File: src/rtl/clock_period_meter.sv
// Measures the period and high time of an asynchronous clock (meas_in) in clk_in cycles,
// flags a stuck/slow input as timeout and reports lock after the first full measurement.
module clock_period_meter #(
  parameter int CNT_WIDTH = 28,
  parameter int TIMEOUT   = 50000000
) (
  input  logic                 clk_in,
  input  logic                 rst_n,
  input  logic                 enable,
  input  logic                 meas_in,
  output logic [CNT_WIDTH-1:0] period_out,
  output logic [CNT_WIDTH-1:0] high_out,
  output logic                 valid_out,
  output logic                 timeout_out,
  output logic                 locked_out,
  output logic [1:0]           dbg_state
);

  typedef enum logic [1:0] {
    IDLE    = 2'd0,
    ARM     = 2'd1,
    MEASURE = 2'd2
  } state_t;

  localparam logic [CNT_WIDTH-1:0] TIMEOUT_C = CNT_WIDTH'(TIMEOUT);
  localparam logic [CNT_WIDTH-1:0] CNT_MAX   = '1;
  localparam logic [CNT_WIDTH-1:0] CNT_ONE   = CNT_WIDTH'(1);

  state_t               state;
  logic                 s1, s2, s3;
  logic [CNT_WIDTH-1:0] cnt;
  logic [CNT_WIDTH-1:0] high_cap;
  logic                 rise, fall;

  assign rise      = s2 & ~s3;
  assign fall      = ~s2 & s3;
  assign dbg_state = state;

  // valid_out is a one-cycle strobe with no back-pressure: period_out/high_out
  // change only in the cycle valid_out is high, and a consumer must capture then.
  always_ff @(posedge clk_in or negedge rst_n) begin
    if (!rst_n) begin
      state       <= IDLE;
      s1          <= 1'b0;
      s2          <= 1'b0;
      s3          <= 1'b0;
      cnt         <= '0;
      high_cap    <= '0;
      period_out  <= '0;
      high_out    <= '0;
      valid_out   <= 1'b0;
      timeout_out <= 1'b0;
      locked_out  <= 1'b0;
    end else begin
      s1        <= meas_in;
      s2        <= s1;
      s3        <= s2;
      valid_out <= 1'b0;

      if (!enable) begin
        state      <= IDLE;
        cnt        <= '0;
        locked_out <= 1'b0;
      end else begin
        case (state)
          IDLE: begin
            cnt   <= '0;
            state <= ARM;
          end

          // The first rise only starts the count; it closes no period.
          ARM: begin
            if (cnt >= TIMEOUT_C) begin
              timeout_out <= 1'b1;
              cnt         <= '0;
            end else if (rise) begin
              cnt      <= CNT_ONE;
              high_cap <= '0;
              state    <= MEASURE;
            end else begin
              cnt <= cnt + CNT_ONE;
            end
          end

          MEASURE: begin
            if (cnt >= TIMEOUT_C) begin
              timeout_out <= 1'b1;
              locked_out  <= 1'b0;
              cnt         <= '0;
              state       <= ARM;
            end else if (rise) begin
              period_out  <= cnt;
              high_out    <= high_cap;
              valid_out   <= 1'b1;
              cnt         <= CNT_ONE;
              high_cap    <= '0;
              timeout_out <= 1'b0;
              locked_out  <= 1'b1;
            end else begin
              if (fall) high_cap <= cnt;
              if (cnt != CNT_MAX) cnt <= cnt + CNT_ONE;
            end
          end

          default: state <= IDLE;
        endcase
      end
    end
  end

endmodule

File: config.mk
export PLATFORM = sky130hd
export DESIGN_NAME = clock_period_meter
export DESIGN_NICKNAME = d
export VERILOG_FILES = /design/src/rtl/clock_period_meter.sv
export SDC_FILE = /design/constraint.sdc
export NUM_CORES = 1
export LEC_CHECK = 0
export BUFFER_PORTS_ARGS = -buffer_cell sky130_fd_sc_hd__buf_4
export CORE_ASPECT_RATIO = 1.5
export CORE_MARGIN = 2
export CORE_UTILIZATION = 40
export CTS_CLUSTER_DIAMETER = 40
export CTS_CLUSTER_SIZE = 10
export DETAILED_ROUTE_END_ITERATION = 8
export PLACE_DENSITY = 0.63
export SYNTH_ARGS = -nofsm -noshare
export SYNTH_HDL_FRONTEND = slang
export SYNTH_SLANG_ARGS = --single-unit
File: constraint.sdc
create_clock -name clk_in -period 4.3 [get_ports clk_in]
set_input_delay 0.645 -clock clk_in [delete_from_list [all_inputs] [get_ports clk_in]]
set_output_delay 0.645 -clock clk_in [all_outputs]
set_load 0.02 [all_outputs]
; Yosys cells after proc, flatten, opt, wreduce, memory -nomap -nowiden
; Index checks and enable logic that the tools add are counted.
[op_classes]
n_addsub = 1
mul = 0
div = 0
magnitude_cmp = 1
n_eq_ne = 16
shift = 0
n_mux = 30
bitwise = 5
n_reduce_logical = 8
[op_table]
columns = op, count
row1 = 28-bit 2-to-1 mux, 11
row2 = 28-bit case mux with 3 select lines, 1
row3 = 28-bit case mux with 2 select lines, 1
row4 = 28-bit by 1-bit adder with 28-bit output (second input constant), 1
row5 = 28-bit by 26-bit greater-or-equal comparator with 1-bit output (second input constant), 1
row6 = 28-bit != test (second input constant), 1
row7 = 3-bit != test (second input constant), 5
row8 = 1-bit 2-to-1 mux, 11
row9 = 2-bit 2-to-1 mux, 4
row10 = 2-bit != test (second input constant), 4
row11 = 4-bit AND reduction, 2
row12 = 2-bit case mux with 3 select lines, 1
row13 = 6-bit AND reduction, 1
row14 = 5-bit != test (second input constant), 1
row15 = 4-bit by 1-bit != test with 1-bit output (second input constant), 1
row16 = 2-bit AND reduction, 2
row17 = 3-bit by 1-bit != test with 1-bit output (second input constant), 1
row18 = 1-bit inverter, 3
row19 = 3-bit AND reduction, 1
row20 = 1-bit AND, 2
row21 = 2-bit by 1-bit equality test with 1-bit output (second input constant), 1
row22 = 2-bit equality test (second input constant), 1
row23 = 2-bit logical NOT, 1
row24 = 2-bit by 1-bit != test with 1-bit output (second input constant), 1
row25 = 2 further kinds, 2
[totals]
register_bits = 120
latch_bits = 0
mem_bits_rw = 0
romBits = 0
in_bits = 4
output_inout_bits = 61
mem_count = 0

; Longest topological paths before layout
; Gate-level depths: netlist of the first run.
[depth]
word_depth = 6
ltp_mapped = 8

; Least setup slack after synthesis of the first run
; Ideal clock, no wire load.
[synth_timing]
kind = register to register
from = register state[0] (netlist: dbg_state[0])
to = register cnt[23]
arrival_ns = 2.231
slack_ns = 1.951
path_stages_with_launch = 9
synth_period_minus_slack_ns = 2.349
cell_sequence = dfrtp_1 inv_1 ha_1 nor4b_1 clkbuf_1 nor2_1 nand4b_1 a211oi_1 a21o_1
[synth_between]
elab_chain_len = 3
[synth_lines]
columns = element, line
row1 = "start, declared", 29  ; state_t state;
row2 = "start signal, assigned", 43  ; state <= IDLE;
row3 = "start signal, assigned", 61  ; state <= IDLE;
row4 = "start signal, assigned", 68  ; state <= ARM;
row5 = "2-bit equality test, or another cell as far along", 65  ; case (state)
row6 = "5-bit != test (no line), or another cell as far along", n/a
row7 = 2-bit AND reduction (no line) or 28-bit 2-to-1 mux (tied branches), n/a
row8 = "end signal, assigned", 81  ; cnt <= cnt + CNT_ONE;
row9 = "end signal, assigned", 101  ; if (cnt != CNT_MAX) cnt <= cnt + CNT_ONE;
row10 = "end, declared", 31  ; logic [CNT_WIDTH-1:0] cnt;
; Several ways; a longest one is shown, not always the timed one.
; A chain may end at the register's enable or synchronous reset.

; Final worst setup path of the first run
[layout_timing]
from = register s3
to = register period_out[23]
[layout_between]
elab_chain_len = 3
[layout_lines]
columns = element, line
row1 = "start, declared", 30  ; logic s1, s2, s3;
row2 = "start signal, assigned", 46  ; s3 <= 1'b0;
row3 = "start signal, assigned", 57  ; s3 <= s2;
row4 = 1-bit inverter, 35  ; assign rise = s2 & ~s3;
row5 = 1-bit AND, 35
row6 = 4-bit AND reduction (no line), n/a
row7 = "end signal, assigned", 92  ; period_out <= cnt;
row8 = "end, declared", 11  ; output logic [CNT_WIDTH-1:0] period_out,
; Every way passes these cells.

==> results, run 1 <==
- The effective utilization at floorplan is 40.47%.
- The overall routing resource usage is 16.75%.
- The via count of the first global-routing pass was 3,681.
- The initial DRC count is 235.
- Buffers inserted to repair hold after CTS numbered 0.
- The biggest cell delay along the critical path is 840 ps.
- Yosys mapped a number of flops with a built-in enable equal to 0.
- In the layout the commonest cells are 120 x dfrtp_1, 67 x buf_4, 50 x mux2_2.
- The category of the worst setup path launch point is a flip-flop.
- The setup path with the least slack is of type reg2reg.
- The floorplan die width is 98.85 um.
- The final cycle utilization of the critical path is 69.26%.
- The clock network is responsible for 48.5% of the overall power.
- The top cell family by delay on the critical path is simple AND/OR/NAND/NOR gates.
- The wire length per cell after detailed routing is 17.51 um.
- The number of instances resized during post-cts repair is 0.
- The proportion of power drawn by flip-flops and latches is 37.9%.
- The count of nets left with antenna violations once routing finished came out at 0.
- At the worst endpoint, the arrival time is 3270 ps.
- The total number of yosys warnings is 0.
- The placed wire-length estimate after detailed placement is 7.541 mm.
- The synthesized netlist net count is 434.
- The number of cells on the critical path is 6.
- The standard cell with the maximum stage delay on the critical path is ha_1.
- A synthesized cell averages 12.76 um2.
- The count of input and output buffers is 64.
- The cell sitting at the root of the clock tree is a clkbuf_16.
- After clock tree synthesis, the clock-pin slew on the worst setup and hold paths is 50 ps.
- The power per cell area is 475.0 mW/mm2.
- The transition at the pin with the smallest max-transition slack is 1263 ps.
- The die outline area is 0.01446 mm2.
- The data required time of the critical path is 4590 ps.
- The peak supply drop is 281.0 uV.
- TritonCTS built the clock tree.
- Internal power comes to 2.314 mW.
- Pin placement for this block handled 65 I/O pins.
- The share of flip-flops with an asynchronous set or reset is 100.0%.
- The core footprint is 0.01334 mm2.
- The total DRC errors in the routed layout is 0.
- In this run the worst path has a maximum fanout of 34.
- The gate count after technology mapping is 423.
- The number of iterations in the first detailed-routing pass is 4.
- The worst slew slack as a fraction of its limit is 15.61%.
- The mapped netlist covers 0.005398 mm2.
- In this run the number of H-tree levels came out at 4.
- The congestion estimate from routability-driven global placement came to 0.8399.
- The worst-skew pair later-pin latency is 410 ps.
- The minimum period implied by the final worst setup slack is 2978 ps.
- Setup repair after global routing left no endpoint under its margin.
- The via count is 3,587.
- The analysis attributes to net switching a power of 0.7912 mW.
- The number of vias per cell is 5.502.
- The final setup slack of the worst path is 1322 ps.
- The nature of the critical path endpoint is a flip-flop.
- The post-route setup TNS is 0 ps.
- The first global-routing pass estimated 19.39 mm of wire.
- 0 antenna diodes ended up in the layout.
- The count of distinct cell types in the synthesized netlist is 48.
- Of the synthesized area, sequential elements account for 55.63%.
- The total grt overflow is 0.
- Setup violations remaining at the end of the flow were counted as 0.
- The floorplan step set the die height to 146.3 um.
- After detailed routing, the total wire length is 11.42 mm.
- The count of state elements after synthesis is 120.
- The pin count of the biggest net entering global routing is 76.
- Timing analysis after detailed placement gives a worst setup slack of 1338 ps.
- The final number of max-transition violations is 0.
- The highest clock rate is 335.8 MHz.
- The post-CTS setup-driven buffer insertion count is 0.
- Combinational logic is responsible for 13.6% of the overall power.
- The depth of the worst hold-timing path is 1.
- The relative area change from synthesis to final layout is 21.09%.
- The number of maximum-capacitance violations is 0.
- The number of failing hold endpoints at the final stage is 0.
- The number of antenna violations at the first check in global routing is 0.
- No sink is reached through more buffers than the 2 on the longest clock path.
- CTS saw 120 sinks.
- The number of cells on the worst reg-to-reg path is 6.
- The path class of the tightest hold or removal check is in2reg.
- The total number of nets in the final design is 489.
- The run finished with clean final reports.
- Walking the worst path, the cells encountered are inv_1, ha_1, nand3_1, nor2_4, buf_12, mux2_2.
- Counting the buffers created by CTS gives 17.
- For this run, the leading register cell type out of synthesis is dfrtp_1.
- Of the total power, the share spent switching nets is 25.48%.
- The most common cell after layout, fill and taps aside is dfrtp_1.
- At the end of the flow the core is filled with cells to 49.01%.
- The number of buffers and inverters on the critical path is 2.
- The number of standard-cell rows in the floorplan is 52.
- Clock skew on the completed layout was measured at 7.508 ps.
- The static power due to leakage is 3.280 nW.
- The share of final-layout standard cells stronger than drive strength 1 is 36.12%.
==> worst paths after layout <==
| check | from | slack (ps) | endpoint |
|---|---|---|---|
| setup / recovery | s3 | 1320 | period_out[23] |
| min in group asynchronous | rst_n | 360 | high_out[10] |
| max in group asynchronous | rst_n | 2990 | high_out[26] |
| hold / removal | meas_in | 340 | s1 |
| hold reg to reg | s1 | 340 | s2 |
| setup reg to reg | s3 | 1320 | period_out[23] |
==> stage by stage <==
stage	cell area, um2	total power [mW]	hold slack, ps	cells
2_1_floorplan	5398	1.518	331.2	423
3_3_place_gp	5904	1.608	337.2	621
3_5_place_dp	5904	1.619	335.8	621
4_1_cts	6536	3.142	328.3	652
5_1_grt	6536	3.242	332.6	652
6_report	6536	3.105	342.7	652
==> registers in the layout, indices dropped and copies added (netlist names) <==
name,cells
cnt,28
high_cap,28
high_out,28
period_out,28
dbg_state,2
locked_out,1
s1,1
s2,1
s3,1
timeout_out,1
valid_out,1
==> logic make-up (layout without fill, tap and decap cells) <==
| kind of cell | after synthesis | count (layout) | share of synthesized area [%] |
|---|---|---|---|
| DFF | 120 | 120 | 55.63 |
| and+or+nand+nor | 102 | 102 | 10.92 |
| AOI/OAI and AO/OA | 94 | 94 | 15.04 |
| muxes | 56 | 56 | 11.64 |
| buffers and inverters | 44 | 111 | 5.146 |
| adders and majority gates | 7 | 7 | 1.623 |
==> final cells by class <==
cell class	instances	area, um2
inverters	12	45.04
clock inverters	7	140.1
flip-flops and latches	120	3003
repair buffers	68	523.0
clock buffers	24	491.7
well taps	162	202.7
fillers	1162	6802
multi-input cells	259	2131
==> metal layers <==
layer,GRT usage (%),vias to the layer above,wire (um)
met5,0,-,0
met4,6.781,0,276
met3,4.643,20,497
met2,26.99,88,5729
met1,21.24,1802,4914
li1,-,1677,-
==> Yosys cell counts (2+ instances only) <==
cell type  number  area share [%]
a211oi_1        5            0.70
and3_1          9             1.0
ha_1            7             1.6
o22ai_1         2            0.23
mux2_1          4            0.83
dfrtp_1       120              56
nor4_1          2            0.23
inv_1          12            0.83
nor4b_1         2            0.32
clkbuf_2        4            0.37
nor3_1          8            0.74
clkbuf_1        6            0.42
a22o_2         17             3.2
mux2i_1         2            0.37
o21ai_0         2            0.19
and3_2          2            0.28
a22o_1         28             4.5
nand3_1         8            0.74
and2_1          6            0.70
o31ai_1        22             3.1
buf_6          11             2.3
a21o_1          4            0.56
nor2_1         16             1.1
nor3_4          2            0.60
buf_2           9            0.83
or4_1           2            0.28
a41oi_1         2            0.32
and4_1          5            0.81
a21oi_1         5            0.46
mux2_2         50              10
nand4b_1        2            0.32
nand2_1        21             1.5
nor2b_1        10             1.2
nand4_1         2            0.23
==> power groups by stage <==
stage / Combinational (mW) / Clock (mW) / Sequential [mW]
floorplan: 0.312 / 0 / 1.21
CTS: 0.426 / 1.54 / 1.18
finish: 0.423 / 1.50 / 1.18
global route: 0.473 / 1.59 / 1.18
global placement: 0.413 / 0 / 1.20
detailed placement: 0.423 / 0 / 1.20
No activity file was read; power rests on OpenSTA's default activity.
==> run 2: changes to the inputs <==
- PLACE_DENSITY: 0.63 -> 0.66
- clock period: 4.3 -> 2.5 ns (I/O delays scaled with it)
==> run 2 against run 1 <==
  * Via count up 2.2%
  * Largest power group unchanged
  * Maximum frequency up 33%
  * Final area up 2.0%
  * Hold slack worse by 340 ps
  * Final cell count up 2.9%
  * Critical endpoint is now cnt[8]
  * Core utilization up 0.98 points
  * Critical path type unchanged
  * Flip-flop and latch count unchanged
  * Highest routed layer unchanged
  * Clock skew up 3.8 ps
  * Non-clock buffer count up 19
  * Critical path depth up 1
  * First-iteration DRC count down 12%
==> results, run 2 (synthesized netlist as in run 1, its figures left out) <==
- TritonCTS built the clock tree.
- The register clock-pin slew on the reported worst setup and hold paths is 50 ps (about the same).
- By startpoint and endpoint, the worst setup path is classified as reg2reg.
- The effective utilization at floorplan is 40.47% (unchanged).
- The total grt overflow is 0 (unchanged).
- The vertical extent of the die is 146.3 um (unchanged).
- The die outline area is 0.01446 mm2 (unchanged).
- The final number of max-transition violations is 0 (unchanged).
- The number of instances resized during post-cts repair is 0 (unchanged).
- The number of failing hold endpoints at the final stage came to 0 (unchanged).
- The number of vias per cell came to 5.463 (-0.69%).
- The via count of the first global-routing pass is 3,844 (+4.4%).
- The total number of H-tree levels is 4 (unchanged).
- The number of buffers inserted by hold repair at cts is 0 (unchanged).
- The run finished with clean final reports.
- The worst slew slack as a fraction of its limit is 56.49% (+41 points).
- The via count is 3,666 (+2.2%).
- The share of final-layout standard cells stronger than drive strength 1 is 38.70% (+2.6 points).
- The count of input and output buffers was 64 (unchanged).
- The worst min-delay path category is in2async.
- Walking the worst path, the cells encountered are inv_1, ha_1, nor4b_2, buf_4, nor3_4, buf_4, a22o_2.
- The post-placement worst setup slack is 301.3 ps (-1037 ps).
- The category of the worst setup path launch point is a flip-flop.
- The number of antenna violations at the first check in global routing was 0 (unchanged).
- The floorplan die width came to 98.85 um (unchanged).
- Setup repair after global routing left no endpoint under its margin.
- The total number of nets in the final design is 508 (+3.9%).
- The net load switching power is 1.386 mW (+75%).
- The routability congestion estimate is 0.8891 (+5.9%).
- The minimum period implied by the final worst setup slack is 2243 ps (-735.3 ps).
- The relative area change from synthesis to final layout is 23.50%.
- The routed wire length is 11.82 mm (+3.5%).
- The number of iterations in the first detailed-routing pass is 4 (unchanged).
- The pin count of the biggest net entering global routing came to 52 (-32%).
- The number of antenna cells inserted came to 0 (unchanged).
- The proportion of power drawn by flip-flops and latches is 38.1% (+0.2 points).
- The clock tree buffer depth came to 2 (unchanged).
- The cell seen most often among critical-path stages is buf_4.
- The placed wire-length estimate after detailed placement is 8.032 mm (+6.5%).
- The flop-to-flop setup slack is 260 ps (-1060 ps).
- The maximum fanout along the worst path is 19 (-44%).
- The number of setup violations in the final report is 0 (unchanged).
- The static power due to leakage was 3.380 nW (+3.0%).
- The biggest cell delay along the critical path is 600 ps (-240 ps).
- The wire length per cell after detailed routing is 17.62 um (+0.61%).
- The number of buffers and inverters on the critical path was 3 (+1).
- The total DRC errors in the routed layout came to 0 (unchanged).
- The maximum clock skew at final layout was 11.36 ps (+3.847 ps).
- The number of standard-cell rows in the floorplan came to 52 (unchanged).
- The library cell used most frequently in the layout, excluding fill and tap cells, is dfrtp_1.
- The I/O pin total is 65 (unchanged).
- The combinational cell fraction of total power is 15.3% (+1.7 points).
- The initial DRC count came to 207 (-12%).
- The number of maximum-capacitance violations is 0 (unchanged).
- The post-CTS setup-driven buffer insertion count is 0 (unchanged).
- The CTS buffer count came to 17 (unchanged).
- The top cell family by delay on the critical path is simple AND/OR/NAND/NOR gates.
- The final setup slack of the worst path is 257.2 ps (-1065 ps).
- The internal power is 3.930 mW (+70%).
- The worst-skew pair later-pin latency came to 410 ps (about the same).
- The peak supply drop came to 477.3 uV (+70%).
- The clock root buffer master is clkbuf_16.
- The core footprint came to 0.01334 mm2 (unchanged).
- The highest clock rate is 445.9 MHz (+33%).
- The worst setup path is captured at a flip-flop.
- The post-route setup TNS is 0 ps (unchanged).
- The standard cell with the maximum stage delay on the critical path is nor4b_2.
- The remaining antenna violation count after routing is 0 (unchanged).
- The number of clock sinks is 120 (unchanged).
- The library cells used most frequently in the layout, excluding fill and tap cells, are 120 x dfrtp_1, 85 x buf_4, 50 x mux2_2.
- The switching power share of the total is 26.08% (+0.59 points).
- The final cycle utilization of the critical path is 89.71% (+20 points).
- The data arrival time at the worst-slack endpoint is 2540 ps (-730 ps).
- The overall routing resource usage was 17.15% (+0.40 points).
- The data required time of the critical path is 2790 ps (-1800 ps).
- The global-route wire length before repair is 19.62 mm (+1.2%).
- The transition at the pin with the smallest max-transition slack is 652.7 ps (-610.0 ps).
- The fraction of power consumed by the clock network came to 46.6% (-1.9 points).
- The power per cell area was 797.4 mW/mm2 (+68%).
[run 2: path summary, 6_finish.rpt]
check,startpoint,end,cells past startpoint
worst max register to register,dbg_state[0],cnt[8],7
min in group clk_in,meas_in,s1,1
max in group asynchronous,rst_n,cnt[1],2
worst max-delay path,dbg_state[0],cnt[8],7
worst min register to register,s1,s2,0
worst min-delay path,rst_n,high_out[10],1
[run 2: final cells by class]
| type | instances | area (um2) |
|---|---|---|
| clock buffer | 23 | 488.0 |
| clock inverter | 8 | 118.9 |
| fill | 1155 | 6671 |
| inverter | 12 | 45.04 |
| multi-input combinational | 259 | 2131 |
| sequential | 120 | 3003 |
| tap | 162 | 202.7 |
| timing repair buffer | 87 | 678.2 |
[run 2: per-layer routing]
layer	global-route usage (%)	wire, um	up-vias
met3	5.122	536	8
met2	28.45	6058	87
met5	0	0	-
met1	21.23	5099	1855
li1	-	-	1716
met4	5.959	127	0
[run 2: metrics by stage]
stage	hold WS, ps	instances	power (mW)	instance area [um2]	utilization [%]
floorplan	79.41	423	2.611	5398	-
global placement	333.4	640	2.848	6060	45.43
detailed placement	335.8	640	2.871	6060	45.43
CTS	11.69	671	5.379	6666	49.98
global route	46.18	671	5.555	6666	49.98
finish	2.241	671	5.316	6666	49.98
[run 2: worst register-to-register path, stage by stage (launching register included)]
cell and delay [ps]:
dfrtp_1 420, inv_1 100, ha_1 280, nor4b_2 600
buf_4 230, nor3_4 40, buf_4 210, a22o_2 250
[run 2: power groups by stage]
stage                     sequential (mW)  clock [mW]  combinational (mW)
final                                2.03        2.47               0.813
after global routing                 2.03        2.63               0.890
after CTS                            2.03        2.54               0.812
after detailed placement             2.06           0               0.811
after global placement               2.06           0               0.789
after floorplan                      2.07           0               0.537
==> run 3: changes to the inputs <==
- PLACE_DENSITY: 0.66 -> 0.62
==> run 3 against run 2 <==
  * Wire length down 0.71%
  * Register-to-register slack got worse by 40 ps
  * Final area up 0.58%
  * Critical path depth is 2 lower
  * Global-route usage increased by 0.062 points
  * Highest routed layer unchanged
==> results, run 3 (synthesized netlist as in run 1, its figures left out) <==
- The most common cell after layout, fill and taps aside is dfrtp_1.
- The initial DRC count is 283 (+37%).
- The flop-to-flop setup slack is 220 ps (-40 ps).
- The worst hold path terminates at s1.
- The source of the worst hold timing path is meas_in.
- The maximum fanout along the worst path is 19 (unchanged).
- The number of antenna violations at the first check in global routing is 0 (unchanged).
- The data required time of the critical path is 2840 ps (+50 ps).
- The remaining antenna violation count after routing is 0 (unchanged).
- The clock root buffer master is clkbuf_16.
- The worst setup path is launched from a flip-flop.
- The worst register-to-register path ends at cnt[22].
- The effective utilization at floorplan is 40.47% (unchanged).
- The I/O pin total is 65 (unchanged).
- The worst hold path belongs to the class in2reg.
- The routability congestion estimate is 0.8451 (-4.9%).
- The number of setup violations in the final report is 0 (unchanged).
- The power per cell area came to 804.1 mW/mm2 (+0.84%).
- The depth of the worst hold-timing path is 1.
- The detailed router used layers up to and including met4.
- STA classifies the critical path endpoint as a flip-flop.
- The met3 wire length is 525 um (-2.1%).
- The run finished with clean final reports.
- The count of input and output buffers is 64 (unchanged).
- The highest clock rate was 438.9 MHz (-1.6%).
- The routed wire length was 11.74 mm (-0.71%).
- The minimum period implied by the final worst setup slack was 2278 ps (+35.67 ps).
- The routed length on met1 came to 5.021 mm (-1.5%).
- The global-route wire length before repair came to 19.84 mm (+1.1%).
- The maximum clock skew at final layout came to 11.36 ps (+0.001500 ps).
- The static power due to leakage is 3.387 nW (+0.22%).
- On the critical path the largest part of the delay comes from simple AND/OR/NAND/NOR gates.
- The total power is 5.391 mW (+1.4%).
- The number of cells on the worst reg-to-reg path is 5 (-2).
- The register clock-pin slew on the reported worst setup and hold paths is 60 ps (about the same).
- The startpoint of the worst-slack reg-to-reg timing path is cnt[11].
- The total number of nets in the final design is 507 (-0.20%).
- In the layout the commonest cells are 120 x dfrtp_1, 82 x buf_4, 50 x mux2_2.
- The die outline area is 0.01446 mm2 (unchanged).
- The CTS tree is yes.
- The worst slew slack as a fraction of its limit is 48.17% (-8.3 points).
- The total number of H-tree levels is 4 (unchanged).
- For this design, the slowest cell found on the critical path is nor3_4.
- The core footprint is 0.01334 mm2 (unchanged).
- The peak supply drop came to 594.0 uV (+24%).
- The share of final-layout standard cells stronger than drive strength 1 is 38.90% (+0.20 points).
- The wire length on met2 is 6.051 mm (-0.12%).
- The via count of the first global-routing pass is 3,886 (+1.1%).
- The worst-skew pair later-pin latency was 410 ps (about the same).
- Setup repair after global routing left no endpoint under its margin.
- The final cycle utilization of the critical path came to 91.14% (+1.4 points).
- The number of iterations in the first detailed-routing pass is 4 (unchanged).
- The number of buffers inserted by hold repair at cts is 1 (+1).
- The transition at the pin with the smallest max-transition slack came to 775.0 ps (+122.3 ps).
- The total grt overflow was 0 (unchanged).
- Relative to the synthesized area, the layout overhead comes to 24.22%.
- The data arrival time at the worst-slack endpoint is 2610 ps (+70 ps).
- The number of standard-cell rows in the floorplan is 52 (unchanged).
- The critical path goes through nor4_2, a211oi_2, a211o_1, nor3_4, a22o_1.
- The CTS buffer count came to 17 (unchanged).
- The biggest cell delay along the critical path is 610 ps (about the same).
- The wire length per cell after detailed routing is 17.49 um (-0.71%).
- The number of maximum-capacitance violations is 0 (unchanged).
- The number of vias per cell is 5.502 (+0.71%).
- The via count is 3,692 (+0.71%).
- The post-route setup TNS was 0 ps (unchanged).
- The number of clock sinks is 120 (unchanged).
- The number of instances resized during post-cts repair is 0 (unchanged).
- The vertical extent of the die is 146.3 um (unchanged).
- The overall routing resource usage is 17.21% (+0.062 points).
- The number of buffers and inverters on the critical path is 0 (-3).
- The pin count of the biggest net entering global routing is 57 (+9.6%).
- The final number of max-transition violations was 0 (unchanged).
- The total DRC errors in the routed layout is 0 (unchanged).
- The post-CTS setup-driven buffer insertion count is 0 (unchanged).
- The placed wire-length estimate after detailed placement came to 7.917 mm (-1.4%).
- The clock tree buffer depth was 2 (unchanged).
- The floorplan die width is 98.85 um (unchanged).
- The number of antenna cells inserted was 0 (unchanged).
- The number of failing hold endpoints at the final stage is 0 (unchanged).
- The critical path in this run is classified as reg2reg.
- The post-placement worst setup slack came to 235.5 ps (-65.78 ps).
- The final setup slack of the worst path came to 221.6 ps (-35.67 ps).
[run 3: how the worst max path moves through the flow]
stage,cells past startpoint,start,slack [ps],endpoint
finish,5,cnt[11],220,cnt[22]
global route,5,cnt[11],100,cnt[7]
CTS,5,cnt[11],190,cnt[3]
detailed placement,5,cnt[11],240,cnt[8]
global placement,5,cnt[11],270,cnt[8]
floorplan,8,dbg_state[0],150,cnt[23]
[run 3: report_power, final]
part	internal [mW]	switching (mW)
Clock	1.70	0.890
Combinational	0.265	0.509
Sequential	1.98	0.0466
Total	3.95	1.45
[run 3: worst reg2reg max path: stages (launching register included)]
cell,delay (ps)
dfrtp_1,440
nor4_2,380
a211oi_2,170
a211o_1,360
nor3_4,610
a22o_1,240
[run 3: through the flow]
stage	instance area, um2	utilization [%]	hold slack (ps)	std cells
after floorplan	5398	-	79.41	423
after global placement	6057	45.41	333.9	638
after detailed placement	6057	45.41	341.1	638
after CTS	6705	50.27	48.26	671
after global routing	6705	50.27	56.02	671
final	6705	50.27	65.31	671
[run 3: area by class of cell]
| cell class | count | area [um2] |
|---|---|---|
| fill | 1144 | 6633 |
| sequential | 120 | 3003 |
| multi-input combinational | 259 | 2131 |
| timing repair buffer | 86 | 685.7 |
| clock buffer | 18 | 439.2 |
| tap | 162 | 202.7 |
| clock inverter | 14 | 198.9 |
| inverter | 12 | 45.04 |
[run 3: layer usage]
layer / global-route usage, % / vias to the layer above
met3: 3.734 / 12
met5: 0 / -
met4: 6.986 / 0
met1: 21.64 / 1863
li1: - / 1717
met2: 28.68 / 100
